--- src/rtl/commit_trace_fifo.sv ---
// Write-back commit trace capture FIFO: records (PC, write data) pairs from the core,
// drains through a valid/ready port, and counts dropped pushes instead of stalling.
module commit_trace_fifo #(
   parameter int DEPTH  = 16,
   parameter int ADDR_W = 4
) (
   input  logic              Clk,
   input  logic              Rst,
   input  logic              InValid,
   input  logic [31:0]       PCValue,
   input  logic [31:0]       WriteData,
   input  logic              Freeze,
   output logic              OutValid,
   input  logic              OutReady,
   output logic [31:0]       OutPC,
   output logic [31:0]       OutData,
   output logic [ADDR_W:0]   Count,
   output logic              Overflow,
   output logic [15:0]       DropCount
);

   localparam logic [ADDR_W:0] FULL_CNT = (ADDR_W+1)'(DEPTH);

   logic [63:0]       mem_q [DEPTH];
   logic [ADDR_W-1:0] wp_q, wp_d;
   logic [ADDR_W-1:0] rp_q, rp_d;
   logic [ADDR_W:0]   count_q, count_d;
   logic              overflow_q, overflow_d;
   logic [15:0]       drop_cnt_q, drop_cnt_d;

   logic push, pop, full, wr_en, drop;

   function automatic logic [15:0] sat_inc16(input logic [15:0] v);
      return (v == 16'hFFFF) ? v : v + 16'd1;
   endfunction

   always_comb begin
      push  = InValid & ~Freeze;
      pop   = (count_q != '0) & OutReady;
      full  = (count_q == FULL_CNT);
      // A full FIFO still accepts a push when the head leaves in the same cycle.
      wr_en = push & (~full | pop);
      drop  = push & full & ~pop;

      wp_d       = wr_en ? wp_q + ADDR_W'(1) : wp_q;
      rp_d       = pop ? rp_q + ADDR_W'(1) : rp_q;
      count_d    = count_q;
      overflow_d = overflow_q | drop;
      drop_cnt_d = drop ? sat_inc16(drop_cnt_q) : drop_cnt_q;
      case ({wr_en, pop})
         2'b10:   count_d = count_q + (ADDR_W+1)'(1);
         2'b01:   count_d = count_q - (ADDR_W+1)'(1);
         default: count_d = count_q;
      endcase
   end

   always_ff @(posedge Clk) begin
      if (!Rst) begin
         wp_q       <= '0;
         rp_q       <= '0;
         count_q    <= '0;
         overflow_q <= 1'b0;
         drop_cnt_q <= '0;
      end else begin
         wp_q       <= wp_d;
         rp_q       <= rp_d;
         count_q    <= count_d;
         overflow_q <= overflow_d;
         drop_cnt_q <= drop_cnt_d;
      end
   end

   // Storage is not reset; the pointers define which entries are meaningful.
   always_ff @(posedge Clk) begin
      if (Rst && wr_en) begin
         mem_q[wp_q] <= {PCValue, WriteData};
      end
   end

   always_comb begin
      OutValid  = (count_q != '0);
      OutPC     = OutValid ? mem_q[rp_q][63:32] : 32'd0;
      OutData   = OutValid ? mem_q[rp_q][31:0]  : 32'd0;
      Count     = count_q;
      Overflow  = overflow_q;
      DropCount = drop_cnt_q;
   end

endmodule

--- config.mk ---
export PLATFORM = sky130hd
export DESIGN_NAME = commit_trace_fifo
export DESIGN_NICKNAME = d
export VERILOG_FILES = /design/src/rtl/commit_trace_fifo.sv
export SDC_FILE = /design/constraint.sdc
export NUM_CORES = 1
export LEC_CHECK = 0
export BUFFER_PORTS_ARGS = -buffer_cell sky130_fd_sc_hd__buf_2
export CORE_ASPECT_RATIO = 1.2
export CORE_UTILIZATION = 55
export DETAILED_ROUTE_END_ITERATION = 12
export PLACE_DENSITY_LB_ADDON = 0.25
export SLEW_MARGIN = 10
export SYNTH_ARGS = -nofsm -noshare
export SYNTH_HDL_FRONTEND = slang
export SYNTH_SLANG_ARGS = --single-unit
--- constraint.sdc ---
create_clock -name Clk -period 10 [get_ports Clk]
set_clock_uncertainty 0.2 [all_clocks]
set_input_delay 0.5 -clock Clk [delete_from_list [all_inputs] [get_ports Clk]]
set_output_delay 0.5 -clock Clk [all_outputs]
set_load 0.05 [all_outputs]
==> results of run 1 <==
## per-stage QoR
stage	std cells	hold slack [ps]	power [mW]
5_1_grt	3065	21.81	11.37
6_report	3065	31.80	11.02
4_1_cts	3063	0.8020	11.12
2_1_floorplan	1796	267.7	6.801
3_3_place_gp	2832	270.3	7.413
3_5_place_dp	2832	281.3	7.428
## layer usage
metal,track usage,share of wire
met5,0,0.00027
met4,0.06731,0.023
met3,0.03673,0.066
met2,0.3976,0.51
met1,0.3277,0.41
## kinds of logic (layout without fill, tap and decap cells)
logic type	Yosys count	after routing	synth area share
flip-flops	1058	1058	0.7773
multiplexers	392	392	0.1763
AND/OR/NAND/NOR	117	117	0.01519
AO/OA/AOI/OAI	109	109	0.01717
buffers and inverters	106	438	0.01034
adder cells (fa/ha/maj)	7	7	0.002166
XOR/XNOR	7	7	0.001516
other	0	2	0
## sequential cells by signal, indices dropped and copies added (netlist names), named ones only
register / count
Count: 5
mem_q: 1024
wp_q: 4
rp_q: 4
DropCount: 16
Overflow: 1
## worst reg2reg max path, cell delays in order, from the launching register on
cell	delay, ps
dfxtp_1	540
nor4_2	100
buf_4	180
a21oi_1	390
nand2_1	340
nor2_4	740
buf_4	830
## final cells by class
type                            count  area, µm²  share of cell area
Antenna cell                        2      5.005           0.0001084
Clock buffer                      118       2527             0.05473
Clock inverter                     60      649.4             0.01406
Inverter                            9      33.78           0.0007315
Multi-Input combinational cell    632       8726              0.1889
Sequential cell                  1058      31440              0.6808
Tap cell                          935       1170             0.02533
Timing Repair Buffer              251       1629             0.03527
## worst paths after layout
| kind | slack, ps | end | start |
|---|---|---|---|
| max | 4960 | OutData[15] | register |
| min | 30 | mem_q[9][11] | WriteData[11] |
| max reg2reg | 6250 | mem_q[6][51] | Count[1] |
| min reg2reg | 300 | DropCount[9] | DropCount[9] |
## cells in the final DEF, fill, tap and decap left out, types with 6 or more instances in the layout
cell and count:
or4_1 7, clkbuf_1 20, buf_2 155, inv_1 9, edfxtp_1 1024, bufinv_16 13
o21ai_0 7, clkinv_1 25, nor3_1 6, ha_1 7, nor2_1 12, nand3_1 16
dfxtp_1 31, dlygate4sd3_1 53, mux4_2 256, nand2b_1 9, clkbuf_16 98, clkinv_2 11
buf_4 43, mux2i_1 136, o22ai_1 64, nand2_1 20, a21oi_1 15, o31ai_1 7
nor2_4 16
## power groups by stage
stage / clock (mW) / combinational (mW) / sequential (mW)
after global routing: 3.92 / 2.49 / 4.97
after detailed placement: 0 / 2.37 / 5.06
after global placement: 0 / 2.36 / 5.05
after floorplan: 0 / 1.77 / 5.03
after CTS: 3.76 / 2.40 / 4.96
final: 3.70 / 2.36 / 4.96
==> flow_metrics.tcl, run 1 <==
set metrics [dict create \
    status "complete, no violations" \
    p_leak_nw 14.13 \
    htreeDepth 3 \
    finalCritPeriodShare 0.5041 \
    cts.path.max_buffers 3 \
    ys_seq_elements 1058 \
    port_buffers 155 \
    critical_path_class "register to output pin" \
    hpwlAfterDp_um 42710 \
    synthArstFlopShare 0 \
    tns_ps 0 \
    pwr-share-seq 0.450 \
    clk_pin_slew_ps 60 \
    ir_worst_vdd_uv 260.0 \
    syn_to_final_growth_pct 14.22 \
    grt_pass1_wl_um 128900 \
    hold_buffers 53 \
    setup_slack_ps 4959 \
    clock.fmax_mhz 198.4 \
    grt_antenna_before_repair 5 \
    post-place-ws_ps 5622 \
    fill_cells 4785 \
    crit_family "buffers and inverters" \
    place.gp.congestion 0.7510 \
    synthFlopType "edfxtp_1" \
    clock-sinks 1058 \
    hp-class "primary input to register" \
    syn_nets 1872 \
    power.switching_mw 3.200 \
    cp.required_ps 9300 \
    cts_buffers 97 \
    start_util 0.5572 \
    synthTopCellsByArea "edfxtp_1 76%, mux4_2 14%, mux2i_1 3.4%" \
    rows 108 \
    yosysMostFrequentCell "edfxtp_1" \
    whs_path_depth 1 \
    maxSlewViolCount 0 \
    drc 0 \
    tritoncts "done" \
    synth_common_cells "1024 x edfxtp_1, 256 x mux4_2, 136 x mux2i_1, 64 x o22ai_1, 54 x clkbuf_1" \
    crit_path_max_incr_delay_ps 950 \
    die_h_um 299.0 \
    drtPass1Iterations 6 \
    design.core.area_um2 72560 \
    crit_chain "buf_4 -> buf_4 -> mux4_2 -> mux2i_1 -> o22ai_1 -> buf_2" \
    netlist_instances 1796 \
    clock-root-buffer "clkbuf_16" \
    grtUsageTotal 0.2372 \
    post-cts-setup-buffer-count 0 \
    place_area_um2 42460 \
    worstPathArrival_ps 4340 \
    maxCapViolCount 0 \
    hold_viol 0 \
    wl_um 86660 \
    ff2ff_path_depth 6 \
    clock_insertion_delay_worst_skew_ps 650 \
    via_per_inst 6.277 \
    yosys_warnings 0 \
    critPathMaxFanout 78 \
    ios 156 \
    overflow 0 \
    final_area_um2 46180 \
    swShare 0.2905 \
    min_period_ps 5041 \
    syn_area_per_cell_um2 22.51 \
    end_kind "output pin" \
    layout-drive-gt1-share 0.2881 \
    synth_area_um2 40430 \
    grt_pass1_vias 19980 \
    cts.repair.resized 0 \
    fin_nets 2125 \
    final_core_util 0.6364 \
    drt-initial-drc-count 1857 \
    intPower_mw 7.816 \
    synth_cell_types 42 \
    crit_buf_inv 3 \
    dr_total_vias 19240 \
    pwr-share-clk 0.336 \
    synth_edf_count 1024 \
    slew-limit-headroom 0.2557 \
    pwr-share-comb 0.214 \
    wl_per_cell_um 28.28 \
    crit_top_cell "buf_4" \
    die_w_um 249.5 \
    yosysTopAreaCell "edfxtp_1" \
    p_per_area_nw_per_um2 238.5 \
    setup_viol 0 \
    crit_cells 6 \
    cp_slowest_cell "buf_4" \
    grt_max_degree 79 \
    die_area_um2 74610 \
    grt_setup_unrepaired "no" \
    yosysTopAreaCellShare 0.7605 \
    ys_seq_area_frac 0.7773 \
    cp-start-kind "register" \
    drtAntennaViolNets 0 \
    tightest_slew_ps 1116 \
]
No activity file was read; power rests on OpenSTA's default activity.
==> inputs of run 2 (changes only) <==
==> constraint.sdc (replaced) <==
create_clock -name Clk -period 4.74 [get_ports Clk]
set_clock_uncertainty 0.2 [all_clocks]
set_input_delay 0.237 -clock Clk [delete_from_list [all_inputs] [get_ports Clk]]
set_output_delay 0.237 -clock Clk [all_outputs]
set_load 0.05 [all_outputs]
==> flow_metrics.tcl, run 2 (synthesis results as in run 1) <==
set metrics [dict create \
    setup_viol 0 \
    start_util 0.5572 \
    port_buffers 155 \
    crit_path_max_incr_delay_ps 940 \
    dr_total_vias 19090 \
    crit_buf_inv 1 \
    die_w_um 249.5 \
    layout-drive-gt1-share 0.2890 \
    wl_per_cell_um 27.22 \
    clock-root-buffer "clkbuf_16" \
    maxSlewViolCount 0 \
    crit_cells 5 \
    crit_family "simple AND/OR/NAND/NOR gates" \
    grtUsageTotal 0.2298 \
    setup_slack_ps 388.0 \
    status "complete, no violations" \
    hpwlAfterDp_um 43640 \
    cp-start-kind "register" \
    drt-initial-drc-count 1478 \
    min_period_ps 4352 \
    crit_chain "nor4_2 -> nand2_1 -> nand2b_4 -> o22ai_1 -> buf_2" \
    drtAntennaViolNets 0 \
    largest_reg_flops 1024 \
    grt_pass1_wl_um 127000 \
    via_per_inst 6.196 \
    cp.required_ps 4300 \
    cp_slowest_cell "nand2b_4" \
    ir_worst_vdd_uv 505.3 \
    worstPathArrival_ps 3920 \
    r2r-end "mem_q[7][2]" \
    clock_insertion_delay_worst_skew_ps 640 \
    final_cell_mix "1024 x edfxtp_1, 256 x mux4_2, 155 x buf_2, 136 x mux2i_1, 99 x clkbuf_16" \
    grt_setup_unrepaired "no" \
    die_area_um2 74610 \
    grt_pass1_vias 20180 \
    grt_antenna_before_repair 4 \
    htreeDepth 3 \
    final_core_util 0.6402 \
    hp-class "register to register" \
    ff2ff_path_depth 4 \
    overflow 0 \
    rows 108 \
    post-place-ws_ps 1096 \
    die_h_um 299.0 \
    p_per_area_nw_per_um2 495.9 \
    critical_path_class "register to output pin" \
    hold_viol 0 \
    clock.fmax_mhz 229.8 \
    drtPass1Iterations 6 \
    cts_buffers 98 \
    clock-sinks 1058 \
    endpoint "OutPC[31]" \
    design.core.area_um2 72560 \
    cts.path.max_buffers 3 \
    place.gp.congestion 0.7780 \
    fin_nets 2140 \
    finalCritPeriodShare 0.9181 \
    max_flop_register "mem_q" \
    startpoint "Count[0]" \
    grt_max_degree 65 \
    drc 0 \
    clk_pin_slew_ps 60 \
    syn_to_final_growth_pct 14.90 \
    whs_path_depth 2 \
    r2r_slack_ps 1290 \
    ios 156 \
    tritoncts "done" \
    fill_cells 4763 \
    cts.repair.resized 0 \
    critPathMaxFanout 64 \
    layout_commonest_cell "edfxtp_1" \
    slew-limit-headroom 0.2067 \
    end_kind "output pin" \
    tns_ps 0 \
    maxCapViolCount 0 \
    p_leak_nw 14.19 \
    tightest_slew_ps 1190 \
    r2r_start "Count[1]" \
    wl_um 83860 \
]
## run 2: area by class of cell
| cell class | instances | area [µm²] | area share |
|---|---|---|---|
| Sequential cell | 1058 | 31440 | 0.6768 |
| Multi-Input combinational cell | 632 | 8726 | 0.1878 |
| Clock buffer | 119 | 2572 | 0.05537 |
| Timing Repair Buffer | 265 | 1974 | 0.04250 |
| Tap cell | 935 | 1170 | 0.02518 |
| Clock inverter | 62 | 536.8 | 0.01155 |
| Inverter | 9 | 33.78 | 0.0007272 |
| Antenna cell | 1 | 2.502 | 0.00005386 |
## run 2: metal layers
metal | up-vias | track usage | wire length (µm)
li1 | 8179 | - | -
met2 | 621 | 0.3986 | 44190
met1 | 10160 | 0.3110 | 34040
met4 | 4 | 0.06364 | 1588
met3 | 128 | 0.02813 | 4013
met5 | - | 0 | 23
## run 2: worst register-to-register path: stages (launching register included)
cell      delay (ps)
dfxtp_1          540
or4_4            260
o211ai_1         420
nor2_4           920
buf_4            710
## run 2: timing repair
action                                 in CTS  in global routing
hold buffers                               69                  0
buffers inserted                            0                  0
endpoints found under the hold margin    1042                  0
setup endpoints to repair                   0                  0
## run 2: how the worst min path moves through the flow
stage	start	endpoint	slack (ps)
floorplan	WriteData[0]	mem_q[0][0]	140
global placement	Overflow	Overflow	260
detailed placement	DropCount[9]	DropCount[9]	280
CTS	WriteData[31]	mem_q[4][31]	270
global route	DropCount[9]	DropCount[9]	310
finish	DropCount[9]	DropCount[9]	290
## run 2: through the flow
step | std cells | power, mW | hold WS (ps) | cell area (µm²)
floorplan | 1796 | 14.35 | 135.9 | 40440
global placement | 2830 | 15.62 | 258.5 | 42650
detailed placement | 2830 | 15.68 | 278.8 | 42650
CTS | 3080 | 23.27 | 270.6 | 46450
global route | 3081 | 23.79 | 311.1 | 46460
finish | 3081 | 23.04 | 291.8 | 46460
## run 2: power by group
group,total (mW),switching [mW],internal [mW]
combinational,5.01,3.31,1.70
clock,7.59,3.33,4.26
sequential,10.4,0.123,10.3
total,23.0,6.77,16.3
==> inputs of run 3 (changes only) <==
--- a/config.mk
+++ b/config.mk
@@ -9,6 +9,7 @@
 export CORE_ASPECT_RATIO = 1.2
 export CORE_UTILIZATION = 55
 export DETAILED_ROUTE_END_ITERATION = 12
+export GPL_TIMING_DRIVEN = 0
 export PLACE_DENSITY_LB_ADDON = 0.25
 export SLEW_MARGIN = 10
 export SYNTH_ARGS = -nofsm -noshare
==> flow_metrics.tcl, run 3 (synthesis results as in run 1) <==
set metrics [dict create \
    fin_nets 2245 \
    max_flop_register "mem_q" \
    worstPathArrival_ps 4200 \
    design.core.area_um2 72560 \
    hp-start "DropCount[13]" \
    hpwlAfterDp_um 58030 \
    place_area_um2 43610 \
    grt_max_degree 23 \
    place.gp.congestion 0.8099 \
    ir_worst_vdd_uv 403.2 \
    clock-sinks 1058 \
    ios 156 \
    whs_path_depth 2 \
    final_cell_mix "1024 x edfxtp_1, 256 x mux4_2, 158 x buf_2, 136 x mux2i_1, 103 x clkbuf_16" \
    largest_reg_flops 1024 \
    maxSlewViolCount 0 \
    setup_viol 0 \
    wl_um 91340 \
    tightest_slew_ps 1158 \
    swShare 0.2978 \
    finalCritPeriodShare 0.9788 \
    p_leak_nw 14.58 \
    grt_pass1_wl_um 136000 \
    htreeDepth 3 \
    dr_total_vias 19980 \
    cp.required_ps 4300 \
    fin_hold_ws_ps 280.5 \
    overflow 0 \
    critical_path_class "register to output pin" \
    cts.path.max_buffers 3 \
    die_h_um 299.0 \
    start_util 0.5572 \
    pwr-share-clk 0.335 \
    end_kind "output pin" \
    grt_setup_unrepaired "no" \
    hold_viol 0 \
    pwr-share-comb 0.226 \
    status "complete, no violations" \
    grtUsageTotal 0.2504 \
    hp-class "register to register" \
    r2r_start "Count[4]" \
    drtAntennaViolNets 0 \
    die_area_um2 74610 \
    cts_buffers 100 \
    drt-initial-drc-count 1854 \
    critPathMaxFanout 10 \
    tritoncts "done" \
    clock-root-buffer "clkbuf_16" \
    finalPower_mw 23.56 \
    port_buffers 154 \
    final_area_um2 47540 \
    drtPass1Iterations 5 \
    min_period_ps 4640 \
    post-cts-setup-buffer-count 0 \
    power.switching_mw 7.014 \
    drc 0 \
    die_w_um 249.5 \
    clock.fmax_mhz 215.5 \
    layout_commonest_cell "edfxtp_1" \
    layout-drive-gt1-share 0.2805 \
    maxCapViolCount 0 \
    p_per_area_nw_per_um2 495.6 \
    intPower_mw 16.54 \
    startpoint "Count[0]" \
    grt_pass1_vias 20680 \
    cts.repair.resized 0 \
    pwr-share-seq 0.440 \
    slew-limit-headroom 0.2279 \
    ff2ff_path_depth 7 \
    cp-start-kind "register" \
    syn_to_final_growth_pct 17.57 \
    final_core_util 0.6551 \
    clk_pin_slew_ps 60 \
    grt_antenna_before_repair 4 \
    clock_insertion_delay_worst_skew_ps 650 \
    wl_per_cell_um 28.64 \
    rows 108 \
    via_per_inst 6.265 \
]
-- run 3: power groups by stage --
stage	Clock (mW)	Combinational, mW	Sequential, mW
after floorplan	0	3.74	10.6
after global placement	0	5.25	10.6
after detailed placement	0	5.33	10.6
after CTS	7.99	5.39	10.4
after global routing	8.33	5.60	10.4
final	7.89	5.32	10.4
-- run 3: cell type report --
class	count	area, µm²
Sequential cell	1058	31430
Clock buffer	123	2673
Timing Repair Buffer	272	2572
Inverter	9	33.78
Fill cell	4636	25030
Tap cell	935	1170
Clock inverter	63	568.0
Antenna cell	1	2.502
Buffer	96	381.6
Multi-Input combinational cell	632	8705
-- run 3: path summary, 6_finish.rpt --
path	to	slack, ps
worst max-delay path	OutData[21]	100
worst min-delay path	DropCount[13]	280
worst max register to register	mem_q[8][46]	1450
worst min register to register	DropCount[13]	280
-- run 3: layer usage --
layer | GRT usage | part of all wire
met1 | 0.3424 | 0.40
met4 | 0.07113 | 0.021
met5 | 0 | 0.00020
met2 | 0.4304 | 0.52
met3 | 0.02996 | 0.062
-- run 3: per-stage QoR --
step / cells / setup slack, ps / setup TNS [ps]
6_report: 3189 / 100.3 / 0
3_3_place_gp: 2885 / -3212 / -2909020
4_1_cts: 3188 / 92.79 / 0
5_1_grt: 3189 / 23.59 / 0
3_5_place_dp: 2935 / 648.8 / 0
2_1_floorplan: 1796 / -171.0 / -107960
-- run 3: worst max-delay path: stages, from the launching register on --
cell and delay [ps]:
dfxtp_1 410, nor4_2 740, nand2_1 300, nand2b_1 810
buf_1 670, o22ai_1 300, buf_2 300
-- run 3: repair_timing --
item / CTS / global route
hold buffers: 68 / 0
setup endpoints to repair: 10 / 0
endpoints found under the hold margin: 1044 / 0
